==> config.mk <==
export PLATFORM = sky130hd
export DESIGN_NAME = led_display_row_scheduler
export DESIGN_NICKNAME = d
export VERILOG_FILES = /design/src/rtl/led_display_row_scheduler.sv
export SDC_FILE = /design/constraint.sdc
export NUM_CORES = 1
export LEC_CHECK = 0
export CAP_MARGIN = 15
export CORE_AREA = 2 2 311 313
export DETAILED_ROUTE_END_ITERATION = 10
export DIE_AREA = 0 0 313 315
export REMOVE_ABC_BUFFERS = 1
export SLEW_MARGIN = 25
export SYNTH_ARGS = -nofsm -noshare
export SYNTH_HDL_FRONTEND = slang
export SYNTH_SLANG_ARGS = --single-unit
==> constraint.sdc <==
create_clock -name clk_in -period 1.85 [get_ports clk_in]
set_input_delay 0.37 -clock clk_in [delete_from_list [all_inputs] [get_ports clk_in]]
set_output_delay 0.37 -clock clk_in [all_outputs]
set_load 0.03 [all_outputs]
==> src/rtl/led_display_row_scheduler.sv <==
// led_display_row_scheduler: fetches one row pair per scan line, hands it to the shift driver, then blanks and lights the panel.
// Ports: clk_in/reset_in clock and sync active-high reset; enable_in scan enable; brightness_in on-time in cycles;
// fb_rd_* frame-buffer read request/response; row_valid_out/row_out/row_ready_in/latch_in shift-driver handshake;
// row_addr_out panel address lines; oe_n_out panel output enable (active low); frame_done_out end-of-frame pulse.
module led_display_row_scheduler #(
    parameter int NUM_ROW_ADDR = 16,
    parameter int ROW_ADDR_W = $clog2(NUM_ROW_ADDR),
    parameter int BLANK_CYCLES = 4,
    parameter int ROW_W = 384
) (
    input  logic                  clk_in,
    input  logic                  reset_in,
    input  logic                  enable_in,
    input  logic [7:0]            brightness_in,
    output logic                  fb_rd_req_out,
    output logic [ROW_ADDR_W-1:0] fb_rd_addr_out,
    input  logic                  fb_rd_valid_in,
    input  logic [ROW_W-1:0]      fb_rd_data_in,
    output logic                  row_valid_out,
    output logic [ROW_W-1:0]      row_out,
    input  logic                  row_ready_in,
    input  logic                  latch_in,
    output logic [ROW_ADDR_W-1:0] row_addr_out,
    output logic                  oe_n_out,
    output logic                  frame_done_out
);
    typedef enum logic [2:0] {IDLE, FETCH, WAIT_DATA, SEND, WAIT_LATCH, BLANK, DISPLAY} state_t;
    localparam logic [7:0] BLANK_INIT = 8'(BLANK_CYCLES - 1);
    localparam logic [ROW_ADDR_W-1:0] LAST_ROW = ROW_ADDR_W'(NUM_ROW_ADDR - 1);
    state_t state_q, state_d;
    logic [ROW_ADDR_W-1:0] row_ptr_q, row_ptr_d, row_addr_q, row_addr_d;
    logic [7:0] cnt_q, cnt_d;
    logic [ROW_W-1:0] row_buf_q, row_buf_d;
    logic oe_n_q, oe_n_d, frame_done_q, frame_done_d;
    logic advance, wrap;
    always_comb begin
        state_d = state_q;
        row_ptr_d = row_ptr_q;
        row_addr_d = row_addr_q;
        cnt_d = cnt_q;
        row_buf_d = row_buf_q;
        frame_done_d = 1'b0;
        advance = 1'b0;
        wrap = row_ptr_q == LAST_ROW;
        case (state_q)
            IDLE: state_d = enable_in ? FETCH : IDLE;
            FETCH: state_d = WAIT_DATA;
            WAIT_DATA: if (fb_rd_valid_in) begin
                row_buf_d = fb_rd_data_in;
                state_d = SEND;
            end
            SEND: state_d = row_ready_in ? WAIT_LATCH : SEND;
            WAIT_LATCH: if (latch_in) begin
                state_d = BLANK;
                row_addr_d = row_ptr_q;
                cnt_d = BLANK_INIT;
            end
            BLANK: if (cnt_q != 8'd0) cnt_d = cnt_q - 8'd1;
                else if (brightness_in != 8'd0) begin
                    state_d = DISPLAY;
                    cnt_d = brightness_in - 8'd1;
                end else advance = 1'b1;
            DISPLAY: if (cnt_q != 8'd0) cnt_d = cnt_q - 8'd1;
                else advance = 1'b1;
            default: state_d = IDLE;
        endcase
        if (advance) begin
            row_ptr_d = wrap ? '0 : row_ptr_q + 1'b1;
            frame_done_d = wrap;
            state_d = enable_in ? FETCH : IDLE;
        end
        // oe_n is a flop decoded from the next state so the panel enable never glitches
        oe_n_d = state_d != DISPLAY;
    end
    always_ff @(posedge clk_in) begin
        if (reset_in) begin
            state_q <= IDLE;
            row_ptr_q <= '0;
            row_addr_q <= '0;
            cnt_q <= '0;
            row_buf_q <= '0;
            oe_n_q <= 1'b1;
            frame_done_q <= 1'b0;
        end else begin
            state_q <= state_d;
            row_ptr_q <= row_ptr_d;
            row_addr_q <= row_addr_d;
            cnt_q <= cnt_d;
            row_buf_q <= row_buf_d;
            oe_n_q <= oe_n_d;
            frame_done_q <= frame_done_d;
        end
    end
    // row_ptr only moves on row advance, so it doubles as the held read address
    assign fb_rd_req_out = state_q == FETCH;
    assign fb_rd_addr_out = row_ptr_q;
    assign row_valid_out = state_q == SEND && row_ready_in;
    assign row_out = row_buf_q;
    assign row_addr_out = row_addr_q;
    assign oe_n_out = oe_n_q;
    assign frame_done_out = frame_done_q;
endmodule

==> key figures <==
Outcome
  • Run status: finished, final reports clean

Worst setup path
  • Arrival time at the worst endpoint: 2.28 ns
  • Sequence of cells on the critical path: buf_4 -> and3b_2 -> a31oi_4 -> buf_4 -> nor3_4 -> buf_4 -> mux2i_1 -> nor2_1
  • Cell with the most instances on the worst path: buf_4
  • Largest delay contributor family on the critical path: simple AND/OR/NAND/NOR gates
  • Count of buffering cells on the critical path with inverters included: 3
  • Crit Path Max Fanout: 5
  • Required arrival time at the worst endpoint: 2.34 ns
  • Crit path max-delay cell type: dfxtp_4
  • Critical path start-end classification: register to register
  • Slowest stage delay, CP: 0.36 ns
  • Kind of start point of the critical path: register
  • Kind of end point of the critical path: register

Timing
  • Peak clock frequency supported by timing: 560 MHz
  • Actual transition at the worst max-transition pin: 0.466 ns
  • Post-route setup slack: 0.0643 ns
  • Worst max-slew margin expressed relative to the limit: 69.1%
  • RSZ-0062 raised after global routing: true
  • Share of the cycle needed by the critical path after routing: 96.5%
  • Final Skew: 0.0223 ns
  • Number of endpoints with negative hold slack in the final report: 0
  • Final Slew Violations: 0
  • Number of failing setup endpoints in the final timing report: 0
  • Clock period minus final worst setup slack: 1.79 ns
  • Setup Total Neg Slack: 0 ns

Placement
  • Number of cells in the design after placement: 3,888
  • Input/output buffers: 793
  • Final weighted congestion of routability-driven global placement: 0.806
  • HPWL reported at the end of detailed placement: 45,100 um
  • Post-placement setup slack: -0.476 ns
  • Area of placed instances: 24,700 um^2

Global routing
  • Maximum number of pins on one net before global-route repair: 78
  • Global-route total usage across every layer: 11.2%
  • First-pass GRT wire length: 87,100 um
  • Grt total ovfl: 0
  • Antenna violations before repair: 1
  • Number of global-route vias before repair: 14,800

Floorplan
  • I/O pin count: 794
  • Area inside the core boundary: 95,700 um^2
  • Effective utilization at floorplan: 15.2%
  • Vertical die dimension: 315 um
  • Core Rows: 114
  • Floorplan die area: 98,600 um^2
  • Die width: 313 um

Synthesis
  • Share of synthesized cell area in full adder, half adder and majority cells: 0.431%
  • Post-Synthesis Cells: 1,840
  • Register bit count reported by yosys: 405
  • Post-synthesis compound-gate area fraction: 15.5%
  • Sequential area share after synthesis: 55.9%
  • Post-synthesis cell type count: 49
  • Cell area after technology mapping: 14,500 um^2
  • Number of synthesis warnings: 0
  • Xor/xnor cell area share of the yosys netlist: 0.543%
  • Average cell area after synthesis: 7.89 um^2
  • Dominant combinational cell family by area after synthesis: simple AND/OR/NAND/NOR gates
  • Mux cell area share after synthesis: 0.483%
  • Area fraction in and, or, nand and nor cells after synthesis: 22.9%

Hold path
  • Path type of the worst min-delay path: primary input to register

Final layout
  • Non-Filler Instances: 3,987
  • Filler instances: 10,400
  • Fraction of final layout cells sized beyond drive strength 1: 10.1%
  • Most frequent cells in the layout: nand2_1, dfxtp_1, clkdlybuf4s50_1
  • Most frequent standard cell in the layout excluding fill and tap cells: nand2_1
  • Area of the multi-input gates: 5920 um^2
  • Final design instance area without fill: 26,100 um^2
  • Storage element area: 8120 um^2
  • # nets final: 3,078
  • Area added between synthesis and finish: 79.8%

Power and ir drop
  • Static Leakage: 10.8 nW
  • Overall power after layout: 22.2 mW
  • Peak supply drop: 0.635 mV
  • PwrDens: 849 nW/um^2

Drt
  • Total Routed Length: 59,500 um
  • Antenna Violating Nets Remaining: 0
  • Drt first pass iters: 5
  • Final routed wire length divided by cell count: 14.9 um
  • Number of remaining DRC errors: 0
  • Vias per cell: 3.83
  • Via count: 15,300
  • Initial drt markers: 701

Clock tree
  • Clock sink total: 405
  • Insertion delay of the later-clocked pin in the worst-skew pair: 0.60 ns
  • CTS Root Cell: clkbuf_16
  • Max H-tree Level: 2
  • Inserted Clock Buffers: 49
  • Clock tree from TritonCTS: built
  • # hold bufs at CTS: 0
  • Largest buffer count on any clock path: 3
  • CTS clk-pin slew, worst paths: 0.06 ns

Job
  • Max cap viols: 0
[sequential cells by signal, indices dropped and copies added, names as in the netlist]
register        flops
frame_done_out      1
oe_n_out            1
row_addr_out        4
state_q             3
fb_rd_addr_out      4
row_out           384
cnt_q               8
[cell type report]
cell class,instances,area share [%]
Multi-Input combinational cell,1289,22.7
Timing Repair Buffer,921,33.6
Tap cell,1276,6.12
Sequential cell,405,31.1
Clock buffer,72,5.73
Antenna cell,1,0.00959
Clock inverter,14,0.528
Inverter,9,0.129
[metal layers]
metal | wire length, um | track usage, % | vias to the layer above
li1 | - | - | 7637
met1 | 24600 | 13.2 | 6993
met2 | 28700 | 19.2 | 558
met3 | 4830 | 3.91 | 81
met4 | 1390 | 3.26 | 2
met5 | 13 | 0 | -
[Yosys cell counts, drive strengths merged]
master   instances  area (um^2)
nand2          782         2940
dfxtp          405         8110
a21oi          396         1980
clkbuf          85          319
buf             52          267
nor2            20         75.1
inv              9         33.8
or3              8         51.3
a31oi            7         58.8
mux2i            7         70.1
nor3             7         51.3
nand3            6         30.0
ha               5         62.6
xnor2            5         43.8
nor3b            4         30.0
xor2             4         35.0
nand2b           3         18.8
nor4             3         48.8
o21ai            3         18.8
o32ai            3         26.3
a211oi           2         15.0
a2bb2oi          2         17.5
and3b            2         17.5
nor2b            2         12.5
o31a             2         17.5
a2111oi          1         8.76
a21boi           1         7.51
a221oi           1         15.0
and2             1         6.26
and3             1         6.26
nand3b           1         7.51
nand4            1         6.26
nor4b            1         8.76
nor4bb           1         10.0
o21a             1         7.51
o221a            1         11.3
o22ai            1         6.26
o311ai           1         26.3
o31ai            1         7.51
o41ai            1         16.3
or4              1         11.3
[timing repair]
item                       CTS  global route
setup buffers               12             4
gates cloned                 0             0
gates resized for setup    456            38
setup endpoints to repair  409            31
pin swaps                    3            11
[final timing paths]
check | slack [ns] | startpoint | cells past startpoint | to
worst max-delay path | 0.06 | state_q[0]$_SDFF_PP0_ | 8 | fb_rd_addr_out[0]$_SDFFE_PP0P_
worst min-delay path | 0.15 | reset_in | 2 | row_out[254]$_SDFFE_PP0P_
worst max register to register | 0.06 | state_q[0]$_SDFF_PP0_ | 8 | fb_rd_addr_out[0]$_SDFFE_PP0P_
worst min register to register | 0.45 | row_out[249]$_SDFFE_PP0P_ | 2 | row_out[249]$_SDFFE_PP0P_
[through the flow]
stage | hold WS (ns) | util (%)
after floorplan | 0.436 | -
after global placement | 0.440 | 25.8
after detailed placement | 0.443 | 25.8
after CTS | 0.103 | 27.2
after global routing | 0.122 | 27.3
final | 0.154 | 27.3
[power by group]
part / internal, mW / switching (mW) / total (mW)
sequential: 9.03 / 0.159 / 9.19
clock: 5.84 / 3.89 / 9.73
combinational: 1.51 / 1.72 / 3.23
[logic make-up (layout without fill, tap and decap cells)]
kind of cell,count (synthesis),in the layout
xor+xnor,9,9
other cells,0,1
compound gates,424,424
fa+ha+maj,5,5
mux,7,7
simple gates,844,844
buf+inv,146,1016
flops,405,405
No activity file was read; power rests on OpenSTA's default activity.
